`src/rtl/mem_arbiter.sv`:
```
// -----------------------------------------------------------------------------
// mem_arbiter
//
// Purpose:
//   This block lets two requesters share the single-ported 64K x 8 CPU memory:
//   the 6502 core (port C) and a DMA/peripheral engine (port D). At most one
//   access is granted per cycle, and the granted port drives the memory's
//   mw/addr/data_in. Read data comes back to the winning requester one cycle
//   after its grant, which matches the memory's registered read.
//
//   The CPU has fixed priority. An anti-starvation counter counts the
//   consecutive cycles in which DMA asked and was denied. Once that count
//   reaches MAX_WAIT, DMA wins the next contested cycle.
//
// Parameters:
//   MAX_WAIT : denied DMA request cycles before DMA is forced through (1..15)
//   WAIT_W   : width of the wait counter; 2**WAIT_W must exceed MAX_WAIT
//
// Ports:
//   clk, reset_n                     : system clock, async active-low reset
//   cpu_req/mw/addr/wdata            : CPU request (held until cpu_gnt)
//   cpu_gnt                          : combinational grant, this cycle
//   cpu_rdata, cpu_rvalid            : read return, cycle after a READ grant
//   dma_*                            : same set for the DMA port
//   mem_mw, mem_addr, mem_wdata      : drive to the memory
//   mem_rdata                        : registered data_out from the memory
// -----------------------------------------------------------------------------

package mem_arbiter_pkg;
  typedef enum logic {
    MW_READ  = 1'b0,
    MW_WRITE = 1'b1
  } mw_t;

  typedef logic [15:0] addr_t;
  typedef logic [7:0]  data_t;
endpackage

module mem_arbiter
  import mem_arbiter_pkg::*;
#(
  parameter int MAX_WAIT = 4,
  parameter int WAIT_W   = 4
) (
  input  logic  clk,
  input  logic  reset_n,

  input  logic  cpu_req,
  input  mw_t   cpu_mw,
  input  addr_t cpu_addr,
  input  data_t cpu_wdata,
  output logic  cpu_gnt,
  output data_t cpu_rdata,
  output logic  cpu_rvalid,

  input  logic  dma_req,
  input  mw_t   dma_mw,
  input  addr_t dma_addr,
  input  data_t dma_wdata,
  output logic  dma_gnt,
  output data_t dma_rdata,
  output logic  dma_rvalid,

  output mw_t   mem_mw,
  output addr_t mem_addr,
  output data_t mem_wdata,
  input  data_t mem_rdata
);

  // Records which port, if any, owns the read data arriving next cycle.
  typedef enum logic [1:0] {
    OWN_NONE = 2'd0,
    OWN_CPU  = 2'd1,
    OWN_DMA  = 2'd2
  } owner_t;

  localparam logic [WAIT_W-1:0] WAIT_LIMIT = WAIT_W'(MAX_WAIT);

  owner_t            rd_owner_reg;
  owner_t            rd_owner_next;
  logic [WAIT_W-1:0] wait_cnt_reg;
  logic [WAIT_W-1:0] wait_cnt_next;
  logic              cpu_rvalid_reg;
  logic              dma_rvalid_reg;

  logic              starve;
  logic              cpu_win;
  logic              dma_win;

  // ---------------------------------------------------------------------------
  // Arbitration
  // ---------------------------------------------------------------------------
  // The starve flag overrides CPU priority only when both ports are
  // requesting. A lone requester always wins. Gating the grants with reset_n
  // keeps the memory from being written while reset is asserted, even if a
  // requester is still holding its request.
  assign starve  = (wait_cnt_reg >= WAIT_LIMIT);

  assign cpu_win = reset_n & cpu_req & ~(dma_req & starve);
  assign dma_win = reset_n & dma_req & (~cpu_req | starve);

  assign cpu_gnt = cpu_win;
  assign dma_gnt = dma_win;

  // ---------------------------------------------------------------------------
  // Memory drive
  // ---------------------------------------------------------------------------
  // When nothing is granted, the memory sees a harmless READ of address 0,
  // so a write can never happen without a grant.
  always_comb begin
    mem_mw    = MW_READ;
    mem_addr  = '0;
    mem_wdata = '0;
    if (cpu_win) begin
      mem_mw    = cpu_mw;
      mem_addr  = cpu_addr;
      mem_wdata = cpu_wdata;
    end else if (dma_win) begin
      mem_mw    = dma_mw;
      mem_addr  = dma_addr;
      mem_wdata = dma_wdata;
    end
  end

  // ---------------------------------------------------------------------------
  // Next-state logic
  // ---------------------------------------------------------------------------
  always_comb begin
    rd_owner_next = OWN_NONE;
    if (cpu_win && (cpu_mw == MW_READ)) begin
      rd_owner_next = OWN_CPU;
    end else if (dma_win && (dma_mw == MW_READ)) begin
      rd_owner_next = OWN_DMA;
    end
  end

  // The counter tracks consecutive denied DMA cycles. A grant, or DMA
  // dropping its request, ends the streak. Holding at the limit keeps the
  // starve flag asserted until DMA actually gets through.
  always_comb begin
    wait_cnt_next = wait_cnt_reg;
    if (!dma_req || dma_win) begin
      wait_cnt_next = '0;
    end else if (!starve) begin
      wait_cnt_next = wait_cnt_reg + WAIT_W'(1);
    end
  end

  // ---------------------------------------------------------------------------
  // State and registered read-return flags
  // ---------------------------------------------------------------------------
  // The rvalid flags are registered next to the owner tag, so an asynchronous
  // reset clears a pending return immediately. It is not delivered after
  // reset releases.
  always_ff @(posedge clk or negedge reset_n) begin
    if (!reset_n) begin
      rd_owner_reg   <= OWN_NONE;
      wait_cnt_reg   <= '0;
      cpu_rvalid_reg <= 1'b0;
      dma_rvalid_reg <= 1'b0;
    end else begin
      rd_owner_reg   <= rd_owner_next;
      wait_cnt_reg   <= wait_cnt_next;
      cpu_rvalid_reg <= (rd_owner_next == OWN_CPU);
      dma_rvalid_reg <= (rd_owner_next == OWN_DMA);
    end
  end

  // ---------------------------------------------------------------------------
  // Read return
  // ---------------------------------------------------------------------------
  // The memory already registers its output, so the data passes straight
  // through to both ports. Consumers qualify it with their rvalid.
  assign cpu_rdata  = mem_rdata;
  assign dma_rdata  = mem_rdata;
  assign cpu_rvalid = cpu_rvalid_reg;
  assign dma_rvalid = dma_rvalid_reg;

endmodule
```
`config.mk`:
```
export PLATFORM = sky130hd
export DESIGN_NAME = mem_arbiter
export DESIGN_NICKNAME = d
export VERILOG_FILES = /design/src/rtl/mem_arbiter.sv
export SDC_FILE = /design/constraint.sdc
export NUM_CORES = 1
export LEC_CHECK = 0
export CAP_MARGIN = 15
export CORE_UTILIZATION = 27
export CTS_CLUSTER_SIZE = 28
export DETAILED_ROUTE_END_ITERATION = 8
export HOLD_SLACK_MARGIN = 0.12
export PLACE_DENSITY = 0.8
export RECOVER_POWER = 50
export SYNTH_ARGS = -nofsm -noshare
export SYNTH_HDL_FRONTEND = slang
export SYNTH_SLANG_ARGS = --single-unit
```
`constraint.sdc`:
```
create_clock -name clk -period 1.65 [get_ports clk]
set_input_delay 0.33 -clock clk [delete_from_list [all_inputs] [get_ports clk]]
set_output_delay 0.33 -clock clk [all_outputs]
set_load 0.005 [all_outputs]
```
==> impl_metrics.tcl <==
set metrics [dict create \
    power_switching_w 0.000231 \
    cts_tree "yes" \
    arrival_ns 1.49 \
    synthToLayoutAreaGrowth_pct 109 \
    clk_pin_slew_ns 0.05 \
    worstPathCellList "buf_4, o21a_4, clkbuf_16, o22ai_2, buf_2" \
    skew_ns 0.000184 \
    fin_crit_sh 1.11 \
    antenna_found_initial 0 \
    synth_cells 136 \
    drc 0 \
    clkLatencyLatePin_ns 0.25 \
    max_stage_delay_ns 0.39 \
    cellPowerDensity_nw_per_um2 374 \
    tightest_slew_ns 0.257 \
    crit_buf_inv 3 \
    setup_viol 27 \
    status "complete, but fails checks" \
    avgSynthCellArea_sq_um 6.88 \
    synth_compound_area_frac 0.206 \
    place_congestion 0.719 \
    finalMaxSlewViolations 0 \
    maxCapViolCount 0 \
    dr.first_iter.drc_count 47 \
    grt_util_met1 0.242 \
    ys_warn_count 0 \
    cp_max_fo 8 \
    die_h_um 60.9 \
    fin_cells 262 \
    switching_share 0.316 \
    ant_nets 0 \
    gr-usage-all-layers 0.200 \
    layout_min_cycle_time_ns 1.82 \
    placed_area_sq_um 1770 \
    numCtsBuffers 3 \
    hold_violations 0 \
    vias_per_cell 5.15 \
    cts_root_buf "clkbuf_4" \
    worstPathRequired_ns 1.32 \
    cp-start-kind "register" \
    violations "setup timing" \
    path_delay_family "buffers and inverters" \
    fp-row-count 21 \
    cts.sinks 6 \
    syn_nets 199 \
    irDropWorstVdd_v 0.000157 \
    ios 107 \
    grt_pass1_vias 1183 \
    tns_ns -4.04 \
    drt-total-wl_mm 3.92 \
    largest_reg_flops 4 \
    finalNetCount 281 \
    dp.final_hpwl_mm 2.35 \
    die_area_sq_um 3710 \
    grt.overflow.total 0 \
    wl_per_cell_um 14.9 \
    p_leak_nw 0.824 \
    grtUsageMet2 0.350 \
    synth-xor-area-share 0 \
    core-area_sq_um 3340 \
    cp-end-kind "output pin" \
    grt_max_degree 42 \
    cpMaxStageDelayCell "dfrtp_1" \
    syn_area_sq_um 936 \
    min_path_type "in2async" \
    stdcell_area_sq_um 1950 \
    die_x_um 60.9 \
    grt_pass1_wl_mm 5.44 \
    antennaDiodeCount 0 \
    rsz0062_at_grt "true" \
    synth.distinct_cells 20 \
    dpl_worst_slack_ns -0.537 \
    clockBufferDepth 2 \
    timing.hold.ws_ns 0.287 \
    synthAdderAreaFrac 0.0134 \
    yosys.area_share.simple 0.369 \
    synth_seq_area_share 0.160 \
    cts_max_level 1 \
    internal-power_w 0.000500 \
    grt.busiest_layer "met2" \
    power_frac_clock 0.198 \
    drtPass1Iterations 4 \
    synth_mux_area_frac 0 \
    vias 1348 \
    max_freq_mhz 548 \
    slew_headroom 0.828 \
    grt_util_met3 0.0405 \
    drive_gt1_frac 0.366 \
    synth_seq_cells 6 \
    synth_top_family_by_area "simple AND/OR/NAND/NOR gates" \
    sequentialPowerShare 0.217 \
    initial_utilization 0.280 \
    dp_cells 249 \
    power_frac_comb 0.585 \
    fin_ws_ns -0.173 \
    worst-setup-path-type "reg2out" \
    port-buffer-count 82 \
]
==> power groups by stage <==
| stage | logic, W | clock network [W] | registers, W |
|---|---|---|---|
| 5_1_grt | 0.000462 | 0.000159 | 0.000159 |
| 4_1_cts | 0.000415 | 0.000147 | 0.000158 |
| 3_3_place_gp | 0.000388 | 0 | 0.000160 |
| 2_1_floorplan | 0.000168 | 0 | 0.000161 |
| 3_5_place_dp | 0.000390 | 0 | 0.000161 |
| 6_report | 0.000428 | 0.000145 | 0.000158 |
==> logic make-up after synthesis <==
| kind of cell | after synthesis |
|---|---|
| AOI/OAI and AO/OA | 29 |
| DFF | 6 |
| adders and majority gates | 1 |
| and+or+nand+nor | 65 |
| buffers and inverters | 35 |
==> per-stage QoR <==
stage,utilization,total power [W]
floorplan,-,0.000328
global placement,0.529,0.000548
detailed placement,0.529,0.000551
CTS,0.557,0.000720
global route,0.586,0.000780
finish,0.586,0.000731
==> tightest hold or removal path, delay by kind of cell <==
| kind | cells | cell delay [ns] |
|---|---|---|
| buffers and inverters | 3 | 0.55 |
==> synthesized netlist by cell type <==
library cell,instances,area (sq um)
buf_2,8,40.0
buf_4,17,128
nand2_1,3,11.3
o21a_1,1,7.51
o32ai_1,2,17.5
buf_6,4,45.0
nor3_1,2,10.0
ha_1,1,12.5
nand2b_1,1,6.26
nor2b_1,2,12.5
dfrtp_1,6,150
nor2_1,4,15.0
inv_1,2,7.51
nand3_1,50,250
o221a_1,1,11.3
nor3b_4,1,18.8
or4b_1,1,10.0
nand4bb_1,1,11.3
clkbuf_1,4,15.0
o22ai_1,25,156
==> placed cells by master, fill, tap and decap left out, types with 2 or more instances in the layout <==
cell type	instances
nor3_1	2
clkdlybuf4s50_1	52
buf_16	2
dlygate4sd2_1	2
o32ai_1	2
nor2b_1	2
buf_6	5
nand3_1	50
clkbuf_4	3
o22ai_1	5
buf_2	27
nand2_1	3
nor2_1	2
dfrtp_1	6
o22ai_2	20
clkbuf_1	3
nor2_2	2
buf_4	11
buf_12	5
inv_1	2
==> timing repair <==
| action | CTS | global route |
|---|---|---|
| hold endpoints to repair | 1 | 0 |
| setup buffers | 6 | 1 |
| hold buffers | 1 | 0 |
| gates resized for setup | 122 | 21 |
| pin swaps | 2 | 2 |
| gates cloned | 3 | 1 |
| endpoints found under the setup margin | 27 | 27 |
==> layer usage <==
metal	up-vias	part of all wire
li1	658	-
met1	629	0.41
met2	59	0.52
met3	2	0.067
met4	0	0.0038
met5	-	0
==> cell type report <==
cell class	count	area (sq um)
Sequential cell	6	150
Multi-Input combinational cell	95	688
Fill cell	338	1380
Timing Repair Buffer	110	1030
Inverter	2	7.51
Tap cell	46	57.6
Clock buffer	3	22.5
==> path summary, 6_finish.rpt <==
path                       slack (ns)              end            start  cells past startpoint
max                             -0.17           mem_mw  wait_cnt_reg[2]                      5
min                              0.29  wait_cnt_reg[1]          reset_n                      3
max reg2reg                      0.24  wait_cnt_reg[0]  wait_cnt_reg[2]                      4
min reg2reg                      0.57  wait_cnt_reg[1]  wait_cnt_reg[1]                      2
max in group asynchronous        0.84  wait_cnt_reg[3]          reset_n                      3
min in group clk                 0.57  wait_cnt_reg[1]  wait_cnt_reg[1]                      2
Power figures use the tool's default switching activity.
